$ cat config.mk
export PLATFORM = sky130hd
export DESIGN_NAME = alarm_scheduler
export DESIGN_NICKNAME = d
export VERILOG_FILES = /design/src/rtl/alarm_scheduler.sv
export SDC_FILE = /design/constraint.sdc
export NUM_CORES = 1
export LEC_CHECK = 0
export BUFFER_PORTS_ARGS = -buffer_cell sky130_fd_sc_hd__buf_2
export CORE_MARGIN = 3
export CORE_UTILIZATION = 40
export CTS_CLUSTER_DIAMETER = 150
export DETAILED_ROUTE_END_ITERATION = 6
export GPL_TIMING_DRIVEN = 0
export PLACE_DENSITY = 0.56
export SYNTH_ARGS = -nofsm -noshare
export SYNTH_HDL_FRONTEND = slang
export SYNTH_SLANG_ARGS = --single-unit
$ cat constraint.sdc
create_clock -name clk_1s -period 3.3 [get_ports clk_1s]
set_clock_uncertainty 0.1 [all_clocks]
set_input_delay 0.66 -clock clk_1s [delete_from_list [all_inputs] [get_ports clk_1s]]
set_output_delay 0.66 -clock clk_1s [all_outputs]
set_load 0.01 [all_outputs]
$ cat src/rtl/alarm_scheduler.sv
// Multi-slot alarm controller: slot storage, match arbitration, ring/snooze FSM.
// Optional macro ALARM_PENDING_EN keeps losing/late matches queued as pending.
module alarm_scheduler #(
    parameter int NUM_SLOTS  = 4,
    parameter int SLOT_W     = 2,
    parameter int SNOOZE_SEC = 300,
    parameter int RING_SEC   = 60,
    parameter int MAX_SNOOZE = 3
) (
    input  logic              clk_1s,
    input  logic              reset,
    input  logic [1:0]        tm_h1,
    input  logic [3:0]        tm_h0,
    input  logic [3:0]        tm_m1,
    input  logic [3:0]        tm_m0,
    input  logic [3:0]        tm_s1,
    input  logic [3:0]        tm_s0,
    input  logic              wr_en,
    input  logic [SLOT_W-1:0] wr_slot,
    input  logic [1:0]        wr_h1,
    input  logic [3:0]        wr_h0,
    input  logic [3:0]        wr_m1,
    input  logic [3:0]        wr_m0,
    input  logic              wr_arm,
    input  logic              al_on,
    input  logic              stop_al,
    input  logic              snooze,
    output logic              alarm,
    output logic [SLOT_W-1:0] active_slot,
    output logic [1:0]        state,
    output logic [11:0]       remain
);

    typedef enum logic [1:0] {
        S_IDLE   = 2'b00,
        S_RING   = 2'b01,
        S_SNOOZE = 2'b10
    } st_t;

    localparam logic [11:0] RING_LD = 12'(RING_SEC - 1);
    localparam logic [11:0] SNZ_LD  = 12'(SNOOZE_SEC - 1);
    localparam logic [2:0]  SNZ_MAX = 3'(MAX_SNOOZE);

    logic [1:0]           sl_h1 [NUM_SLOTS];
    logic [3:0]           sl_h0 [NUM_SLOTS];
    logic [3:0]           sl_m1 [NUM_SLOTS];
    logic [3:0]           sl_m0 [NUM_SLOTS];
    logic [NUM_SLOTS-1:0] sl_arm;

    st_t               st_q, st_d;
    logic              alarm_q, alarm_d;
    logic [SLOT_W-1:0] slot_q, slot_d;
    logic [11:0]       rem_q, rem_d;
    logic [2:0]        cnt_q, cnt_d;

    logic [NUM_SLOTS-1:0] match;
    logic                 any_match;
    logic [SLOT_W-1:0]    winner;
    logic                 on_top;

    // Slot storage; out-of-range indices simply never hit the compare.
    always_ff @(posedge clk_1s or posedge reset) begin
        if (reset) begin
            for (int i = 0; i < NUM_SLOTS; i++) begin
                sl_h1[i] <= '0;
                sl_h0[i] <= '0;
                sl_m1[i] <= '0;
                sl_m0[i] <= '0;
            end
            sl_arm <= '0;
        end else begin
            for (int i = 0; i < NUM_SLOTS; i++) begin
                if (wr_en && wr_slot == SLOT_W'(i)) begin
                    sl_h1[i]  <= wr_h1;
                    sl_h0[i]  <= wr_h0;
                    sl_m1[i]  <= wr_m1;
                    sl_m0[i]  <= wr_m0;
                    sl_arm[i] <= wr_arm;
                end
            end
        end
    end

    assign on_top = (tm_s1 == 4'd0) && (tm_s0 == 4'd0);

    always_comb begin
        match = '0;
        for (int i = 0; i < NUM_SLOTS; i++) begin
            match[i] = sl_arm[i] && on_top
                    && tm_h1 == sl_h1[i] && tm_h0 == sl_h0[i]
                    && tm_m1 == sl_m1[i] && tm_m0 == sl_m0[i];
        end
    end

    assign any_match = |match;

    always_comb begin
        winner = '0;
        for (int i = NUM_SLOTS - 1; i >= 0; i--) begin
            if (match[i]) winner = SLOT_W'(i);
        end
    end

`ifdef ALARM_PENDING_EN
    logic [NUM_SLOTS-1:0] pend_q, pend_d;
    logic [NUM_SLOTS-1:0] disarm;
    logic                 any_pend;
    logic [SLOT_W-1:0]    pend_win;

    always_comb begin
        disarm = '0;
        for (int i = 0; i < NUM_SLOTS; i++) begin
            disarm[i] = wr_en && !wr_arm && wr_slot == SLOT_W'(i);
        end
    end

    assign any_pend = |pend_q;

    always_comb begin
        pend_win = '0;
        for (int i = NUM_SLOTS - 1; i >= 0; i--) begin
            if (pend_q[i]) pend_win = SLOT_W'(i);
        end
    end

    always_ff @(posedge clk_1s or posedge reset) begin
        if (reset) pend_q <= '0;
        else       pend_q <= pend_d;
    end
`endif

    always_comb begin
        st_d    = st_q;
        alarm_d = alarm_q;
        slot_d  = slot_q;
        rem_d   = rem_q;
        cnt_d   = cnt_q;
`ifdef ALARM_PENDING_EN
        pend_d  = pend_q;
`endif
        if (!al_on) begin
            st_d    = S_IDLE;
            alarm_d = 1'b0;
            rem_d   = '0;
`ifdef ALARM_PENDING_EN
            pend_d  = '0;
`endif
        end else begin
            unique case (st_q)
                S_IDLE: begin
                    rem_d = '0;
                    if (any_match) begin
                        st_d    = S_RING;
                        alarm_d = 1'b1;
                        slot_d  = winner;
                        rem_d   = RING_LD;
                        cnt_d   = '0;
`ifdef ALARM_PENDING_EN
                        pend_d  = pend_q | (match & ~(NUM_SLOTS'(1) << winner));
                    end else if (any_pend) begin
                        st_d    = S_RING;
                        alarm_d = 1'b1;
                        slot_d  = pend_win;
                        rem_d   = RING_LD;
                        cnt_d   = '0;
                        pend_d  = pend_q & ~(NUM_SLOTS'(1) << pend_win);
`endif
                    end
                end
                S_RING: begin
                    if (stop_al) begin
                        st_d    = S_IDLE;
                        alarm_d = 1'b0;
                        rem_d   = '0;
                    end else if (snooze && cnt_q < SNZ_MAX) begin
                        st_d    = S_SNOOZE;
                        alarm_d = 1'b0;
                        rem_d   = SNZ_LD;
                        cnt_d   = cnt_q + 3'd1;
                    end else if (rem_q == 12'd0) begin
                        st_d    = S_IDLE;
                        alarm_d = 1'b0;
                    end else begin
                        rem_d = rem_q - 12'd1;
                    end
`ifdef ALARM_PENDING_EN
                    pend_d = pend_q | match;
`endif
                end
                S_SNOOZE: begin
                    if (stop_al) begin
                        st_d    = S_IDLE;
                        alarm_d = 1'b0;
                        rem_d   = '0;
                    end else if (rem_q == 12'd0) begin
                        st_d    = S_RING;
                        alarm_d = 1'b1;
                        rem_d   = RING_LD;
                    end else begin
                        rem_d = rem_q - 12'd1;
                    end
`ifdef ALARM_PENDING_EN
                    pend_d = pend_q | match;
`endif
                end
                default: begin
                    st_d    = S_IDLE;
                    alarm_d = 1'b0;
                    rem_d   = '0;
                end
            endcase
        end
`ifdef ALARM_PENDING_EN
        pend_d = pend_d & ~disarm;
`endif
    end

    always_ff @(posedge clk_1s or posedge reset) begin
        if (reset) begin
            st_q    <= S_IDLE;
            alarm_q <= 1'b0;
            slot_q  <= '0;
            rem_q   <= '0;
            cnt_q   <= '0;
        end else begin
            st_q    <= st_d;
            alarm_q <= alarm_d;
            slot_q  <= slot_d;
            rem_q   <= rem_d;
            cnt_q   <= cnt_d;
        end
    end

    assign alarm       = alarm_q;
    assign active_slot = slot_q;
    assign state       = st_q;
    assign remain      = rem_q;

endmodule

==> impl_metrics.ini, run 1 <==
[run_status]
status = finished, final reports clean

[critical_path]
cp_num_buf_inv = 0
slowest_stage = nor4_1
startpoint = remain[4]
crit_path_end = remain[3]
arrival_ps = 2590
reg2reg_depth = 6
slowest_delay_ps = 620
critPathCaptureType = register
path_class = register to register
cp_max_fo = 4
worst_r2r_endpoint = remain[3]
rrSetupSlack_ps = 870
r2r_start = remain[4]
timing.critical_path.max_delay_family = simple AND/OR/NAND/NOR gates
cp.depth = 6
crit_chain = nor4_1, nand3_1, o311a_1, and2_1, a22oi_1, nand2_1
critPathLaunchType = register
cp.required_ps = 3450

[worst_hold_path]
hp-class = input port to async pin

[synth]
synth_area_mm2 = 0.004255
yosysUniqueCellTypes = 45
ys_ff_latch = 80
syn_area_per_cell_um2 = 11.72
ys_top_cells_by_area = dfrtp_1 (47%), mux2_2 (16%), xnor2_1 (11%)
synth_top_area_share_pct = 47.04
synthCells = 363
syn_nets = 411
yosysSeqAreaShare_pct = 47.04
ys.warnings.count = 0
post-synth-top-area-cell = dfrtp_1

[flow_run]
drv_cap = 0

[layout]
diodes = 0
drive_gt1_share_pct = 34.98
fill_cells = 1008
fin_cells = 562
syn2layout_area_growth_pct = 15.11
final_nets = 469
stdcell_area_mm2 = 0.004898

[power_and_ir_drop]
p_sw_uw = 656.6
p_per_area_mw_per_mm2 = 503.4
internal_power_uw = 1810
power_frac_seq_pct = 49.3
p_clk_share_pct = 32.3
ir_drop_uv = 248.8
power_leakage_uw = 0.002120
p_comb_share_pct = 18.4
swShare_pct = 26.62

[sta]
relSlewSlack_pct = 39.00
setup_viol = 0
rsz0062_at_grt = no
slew_violations = 0
fin_crit_ps = 2432
fin_crit_sh_pct = 73.69
worst_pin_slew_ps = 913.0
final_hold_viol_count = 0
finalSetupTns_ps = 0
timing.fmax_mhz = 411.2

[grt]
grt-ovfl-total = 0
gr-usage-all-layers_pct = 17.25
antenna_found_initial = 0
first_global_vias = 3013
grt_max_degree = 52
grt_pass1_wl_mm = 15.41

[cts]
clock_latency_ps = 360
htreeDepth = 3
post-cts-setup-buffers = 0
tritoncts = yes
cts_root_buf = clkbuf_8
clockBufferDepth = 2
ctsResizeCount = 0
clock_sinks = 80
clk_pin_slew_ps = 90
cts-buffers-inserted = 9
ctsHoldBuffers = 0

[detailed_routing]
vias_per_cell = 5.176
vias = 2909
wl_per_cell_um = 16.91
wl_mm = 9.501
drt_pass1_iterations = 4
drc = 0
drt-initial-drc-count = 71
ant_nets = 0

[placement]
hpwl_mm = 7.195
placed_cells = 546
dpl_cell_area_mm2 = 0.004686
gp_congestion = 0.8417
port_buffers = 46

[die]
die-width_um = 109.1
dieArea_mm2 = 0.01191
die_y_um = 109.1
io-pin-count = 62
initial_core_util_pct = 41.22
num_rows = 37
core_area_mm2 = 0.01032
synthesized netlist by cell type, drive strengths merged:
cell type and number:
inv 8, nor2b 3, nor3b 2, a211oi 1, nor4bb 1, nand2b 5
a21boi 1, xor2 7, or2 1, dfrtp 80, a22o 1, ha 3
o22a 2, o311a 1, o31a 1, and3 1, buf 12, nor3 3
nand3b 5, xnor2 58, nor2 17, and2 1, mux2 61, nand4 15
a22oi 1, o21ai 12, clkbuf 8, nand3 14, nor4 5, a31o 2
o31ai 1, mux2i 1, a21oi 8, nand4b 1, nor4b 1, nand2 12
a31oi 1, or4 4, o211ai 2
area by class of cell:
cell class	count	area (um^2)	share of cell area (%)
multi-input combinational	255	2100	42.86
inverter	8	32.53	0.6641
timing repair buffer	47	257.7	5.262
clock inverter	5	81.33	1.660
clock buffer	11	131.4	2.682
buffer	20	123.9	2.529
tap	136	170.2	3.474
sequential	80	2002	40.87
stage by stage:
step / util (%) / total power, uW / hold slack [ps] / setup WS [ps]
after CTS: 47.45 / 2496 / 205.5 / 809.6
after floorplan: - / 1562 / 379.1 / 488.3
after global routing: 47.45 / 2581 / 227.9 / 705.4
after global placement: 45.10 / 1679 / 379.4 / -609.0
after detailed placement: 45.39 / 1700 / 372.6 / 427.0
final: 47.45 / 2466 / 201.1 / 868.3
cells by family after synthesis:
family | share of synthesized area [%]
multiplexers | 16.38
flip-flops | 47.04
XOR/XNOR | 14.26
AND/OR/NAND/NOR | 12.79
adder cells (fa/ha/maj) | 0.8822
buffers and inverters | 3.617
AO/OA/AOI/OAI | 5.028
cells in the final DEF, fill, tap and decap left out, drive strengths merged, types with 8 or more instances in the layout:
cell type | Yosys | layout
xnor2 | 58 | 58
a21oi | 8 | 8
nand2 | 12 | 12
nand3 | 14 | 14
buf | 12 | 59
mux2 | 61 | 61
inv | 8 | 8
clkbuf | 8 | 19
dfrtp | 80 | 80
o21ai | 12 | 12
nand4 | 15 | 15
nor2 | 17 | 17
worst min path at each step:
stage                    from  slack (ps)  cells after the start        endpoint
2_1_floorplan       sl_arm[1]         380                      1       sl_arm[1]
3_3_place_gp   active_slot[1]         380                      1  active_slot[1]
3_5_place_dp   active_slot[1]         370                      1  active_slot[1]
4_1_cts                 reset         210                      2        sl_m0[6]
5_1_grt                 reset         230                      2       sl_m0[14]
6_report                reset         200                      2       sl_m0[10]
power by group through the flow:
stage | clock network [uW] | registers [uW] | logic [uW]
after floorplan | 0 | 1220 | 346
after global placement | 0 | 1230 | 450
after detailed placement | 0 | 1240 | 463
after CTS | 814 | 1220 | 465
after global routing | 849 | 1230 | 500
final | 796 | 1220 | 453
sequential cells by signal (all words and copies together) (netlist names):
signal / flops
sl_h0: 16
sl_m0: 16
sl_m1: 16
remain: 12
sl_h1: 8
sl_arm: 4
cnt_q: 3
active_slot: 2
state: 2
alarm: 1
layer usage:
metal / vias to the layer above / wire, um / GRT usage, %
li1: 1390 / - / -
met1: 1449 / 4610 / 24.15
met2: 59 / 4349 / 27.19
met3: 11 / 384 / 2.191
met4: 0 / 157 / 6.763
met5: - / 0 / 0
worst reg2reg max path: stages, from the launching register on:
cell and delay [ps]:
dfrtp_1 420, nor4_1 620, nand3_1 300, o311a_1 470, and2_1 180, a22oi_1 160, nand2_1 80
Note: power is estimated with default switching activity, not from simulation.
==> inputs of run 2 (changes only) <==
- clock period: 3.3 -> 2.5 ns (I/O delays scaled with it)
==> impl_metrics.ini, run 2 (synthesis results as in run 1) <==
[critical_path]
timing.critical_path.max_delay_family = simple AND/OR/NAND/NOR gates
path_class = register to register
critPathCaptureType = register
slowest_delay_ps = 520
slowest_stage = nor4_2
arrival_ps = 2400
critPathLaunchType = register
cp_num_buf_inv = 0
crit_chain = xnor2_1, nand4_1, nor4_2, nor4b_4, or2_4, a22o_1
cp_max_fo = 5
cp.required_ps = 2630

[grt]
antenna_found_initial = 0
gr-usage-all-layers_pct = 17.06
grt-ovfl-total = 0
first_global_vias = 2963
grt_max_degree = 39
grt_pass1_wl_mm = 15.41

[flow_run]
drv_cap = 0

[sta]
timing.fmax_mhz = 440.3
relSlewSlack_pct = 50.27
finalSetupTns_ps = 0
setup_viol = 0
final_hold_viol_count = 0
worst_pin_slew_ps = 746.0
slew_violations = 0
rsz0062_at_grt = no
fin_crit_sh_pct = 90.84
fin_crit_ps = 2271

[detailed_routing]
vias_per_cell = 5.158
wl_per_cell_um = 16.61
ant_nets = 0
wl_mm = 9.369
drt_pass1_iterations = 4
drc = 0
vias = 2909
drt-initial-drc-count = 140

[power_and_ir_drop]
power_leakage_uw = 0.002117
ir_drop_uv = 294.0
total_power_uw = 3095
p_per_area_mw_per_mm2 = 630.0

[layout]
final_common_cell = dfrtp_1
syn2layout_area_growth_pct = 15.47
mostFrequentLayoutCells = dfrtp_1 (80), mux2_2 (61), xnor2_1 (53)
top_regs = sl_h0 (16), sl_m0 (16), sl_m1 (16)
fill_cells = 969
fin_cells = 564
diodes = 0
drive_gt1_share_pct = 36.21
final_nets = 471

[placement]
hpwl_mm = 7.142
port_buffers = 46
gp_congestion = 0.8219
placed_cells = 547

[die]
initial_core_util_pct = 41.22
die_y_um = 109.1
num_rows = 37
io-pin-count = 62
die-width_um = 109.1
dieArea_mm2 = 0.01191
core_area_mm2 = 0.01032

[cts]
tritoncts = yes
clock_sinks = 80
cts-buffers-inserted = 9
htreeDepth = 3
clockBufferDepth = 2
clock_latency_ps = 350
clk_pin_slew_ps = 90
cts_root_buf = clkbuf_8

[worst_hold_path]
hp-class = input port to register

[run_status]
status = finished, final reports clean
==> run 2: through the flow <==
stage	hold WS, ps	cell area [um^2]	utilization [%]	setup WS (ps)
after floorplan	379.1	4259	-	265.1
after global routing	310.2	4913	47.59	87.75
final	324.7	4913	47.59	228.9
after detailed placement	351.5	4700	45.52	-269.2
after CTS	308.6	4893	47.40	105.3
after global placement	381.2	4659	45.13	-217.6
==> run 2: final timing paths <==
path | start | to | slack (ps) | depth (start not counted)
worst max-delay path | sl_h0[12] | cnt_q[2] | 230 | 6
worst min-delay path | wr_h1[1] | sl_h1[1] | 320 | 2
worst max register to register | sl_h0[12] | cnt_q[2] | 230 | 6
worst min register to register | active_slot[1] | active_slot[1] | 400 | 1
max in group asynchronous | reset | sl_m1[13] | 1280 | 4
min in group asynchronous | reset | sl_m0[6] | 550 | 3
==> run 2: cell type report <==
| type | instances | area, um^2 | share of cell area (%) |
|---|---|---|---|
| sequential | 80 | 2002 | 40.74 |
| buffer | 20 | 123.9 | 2.521 |
| timing repair buffer | 49 | 280.3 | 5.704 |
| clock buffer | 12 | 155.1 | 3.158 |
| multi-input combinational | 255 | 2120 | 43.14 |
| inverter | 8 | 33.78 | 0.6875 |
| clock inverter | 4 | 28.78 | 0.5857 |
| tap | 136 | 170.2 | 3.463 |
==> run 2: report_power, final <==
part	switching, uW	internal, uW	leakage [uW]
clock network	474	416	0.0000886
registers	126	1480	0.000984
logic	251	348	0.00104
total	852	2240	0.00212
==> run 2: worst register-to-register path, stage by stage (launching register included) <==
cell	delay [ps]
dfrtp_1	390
xnor2_1	270
nand4_1	200
nor4_2	520
nor4b_4	140
or2_4	300
a22o_1	240
==> run 2: what timing repair did <==
item,4_1_cts,5_1_grt
endpoints found under the hold margin,6,0
resized for setup,0,4
setup buffers,0,0
setup endpoints to repair,0,12
hold buffers,1,0
==> run 2: routing by layer <==
| layer | track usage [%] | part of all wire (%) | up-vias |
|---|---|---|---|
| li1 | - | - | 1390 |
| met1 | 24.53 | 49 | 1440 |
| met2 | 26.36 | 45 | 69 |
| met3 | 3.197 | 4.2 | 10 |
| met4 | 4.599 | 1.1 | 0 |
| met5 | 0 | 0 | - |
==> inputs of run 3 (changes only) <==
- BUFFER_PORTS_ARGS: -buffer_cell sky130_fd_sc_hd__buf_2 -> -buffer_cell sky130_fd_sc_hd__buf_4
- CAP_MARGIN: not set -> 15
- CORE_MARGIN: 3 -> 1
==> impl_metrics.ini, run 3 (synthesis results as in run 1) <==
[run_status]
status = finished, final reports clean

[detailed_routing]
drt-initial-drc-count = 99
wl_mm = 9.405
vias_per_cell = 5.126
drt_pass1_iterations = 4
wl_per_cell_um = 16.71
drc = 0
vias = 2886
ant_nets = 0

[power_and_ir_drop]
total_power_uw = 3049
ir_drop_uv = 284.6
power_leakage_uw = 0.002122
p_per_area_mw_per_mm2 = 611.6

[layout]
final_common_cell = dfrtp_1
drive_gt1_share_pct = 35.36
fin_cells = 563
syn2layout_area_growth_pct = 17.17
fill_cells = 994
mostFrequentLayoutCells = dfrtp_1 (80), mux2_2 (61), xnor2_1 (53)
diodes = 0
final_nets = 470
stdcell_area_mm2 = 0.004986
top_regs = sl_h0 (16), sl_m0 (16), sl_m1 (16)

[critical_path]
path_class = input port to register
slowest_stage = nor3b_1
arrival_ps = 2460
r2r_start = sl_h0[12]
cp_num_buf_inv = 2
critPathLaunchType = input port
cp_max_fo = 10
startpoint = wr_slot[1]
crit_chain = buf_4, nor3b_1, clkbuf_1, mux2_2
critPathCaptureType = register
slowest_delay_ps = 860
timing.critical_path.max_delay_family = simple AND/OR/NAND/NOR gates
cp.required_ps = 2630

[grt]
grt-ovfl-total = 0
grt_pass1_wl_mm = 15.46
grt_max_degree = 42
antenna_found_initial = 0
first_global_vias = 2968
gr-usage-all-layers_pct = 18.45

[die]
num_rows = 37
initial_core_util_pct = 41.22
core_area_mm2 = 0.01032
io-pin-count = 62
dieArea_mm2 = 0.01105
die_y_um = 105.1
die-width_um = 105.1

[cts]
clock_sinks = 80
ctsResizeCount = 0
ctsHoldBuffers = 0
post-cts-setup-buffers = 0
clockBufferDepth = 2
cts_root_buf = clkbuf_8
clk_pin_slew_ps = 90
tritoncts = yes
clock_latency_ps = 350
htreeDepth = 3
cts-buffers-inserted = 9

[sta]
setup_viol = 0
rsz0062_at_grt = no
fin_crit_ps = 2333
slew_violations = 0
setup_ws_ps = 167.2
finalSetupTns_ps = 0
relSlewSlack_pct = 29.32
worst_pin_slew_ps = 1058
timing.fmax_mhz = 428.7
fin_crit_sh_pct = 93.31
final_hold_viol_count = 0

[placement]
placed_cells = 547
hpwl_mm = 7.051
port_buffers = 46
dpl_cell_area_mm2 = 0.004815
post-place-ws_ps = -286.2
gp_congestion = 0.7731

[flow_run]
drv_cap = 0

[worst_hold_path]
hp-class = input port to async pin
[run 3: cell count changes in the layout (fill, tap and decap cells not counted)]
cell	delta
buf_2	-46
buf_4	+46
clkbuf_8	-2
nor3b_1	+2
nor3b_2	-2
clkbuf_1	+1
clkinv_2	+1
dlygate4sd3_1	-1
o21ai_1	+1
o21ai_2	-1
[run 3: final timing paths]
path / slack [ps] / cells after the start / to
worst max-delay path: 170 / 4 / sl_m1[15]
worst min-delay path: 120 / 3 / sl_m0[6]
worst max register to register: 190 / 6 / cnt_q[2]
worst min register to register: 420 / 1 / sl_arm[2]
max in group asynchronous: 1950 / 3 / sl_m0[15]
min in group clk_1s: 300 / 2 / sl_m0[4]
[run 3: metrics by stage]
step / hold slack (ps) / util (%)
6_report: 119.6 / 48.30
4_1_cts: 128.4 / 48.24
5_1_grt: 121.7 / 48.30
3_5_place_dp: 399.6 / 46.64
3_3_place_gp: 387.2 / 46.25
2_1_floorplan: 379.1 / -
[run 3: area by class of cell]
class | count | area [um^2] | area share [%]
Inverter | 8 | 33.78 | 0.6775
Clock buffer | 11 | 131.4 | 2.635
Clock inverter | 5 | 33.78 | 0.6775
Tap cell | 136 | 170.2 | 3.413
Multi-Input combinational cell | 255 | 2106 | 42.23
Timing Repair Buffer | 48 | 385.4 | 7.729
Buffer | 20 | 123.9 | 2.484
Sequential cell | 80 | 2002 | 40.15
[run 3: metal layers]
layer	share of wire (%)	routed length [um]	up-vias	track usage [%]
met5	0	0	-	0
met4	1.2	110	0	5.131
met3	4.3	401	10	3.930
met2	46	4338	70	28.95
met1	48	4554	1413	25.73
li1	-	-	1393	-
[run 3: where the power goes]
part | internal (uW) | leakage [uW] | switching [uW]
logic | 361 | 0.00106 | 255
registers | 1480 | 0.000984 | 123
clock network | 360 | 0.0000793 | 471
[run 3: tightest hold or removal path: cells and delay by family]
family | cells | cell delay [ps]
buf+inv | 3 | 450
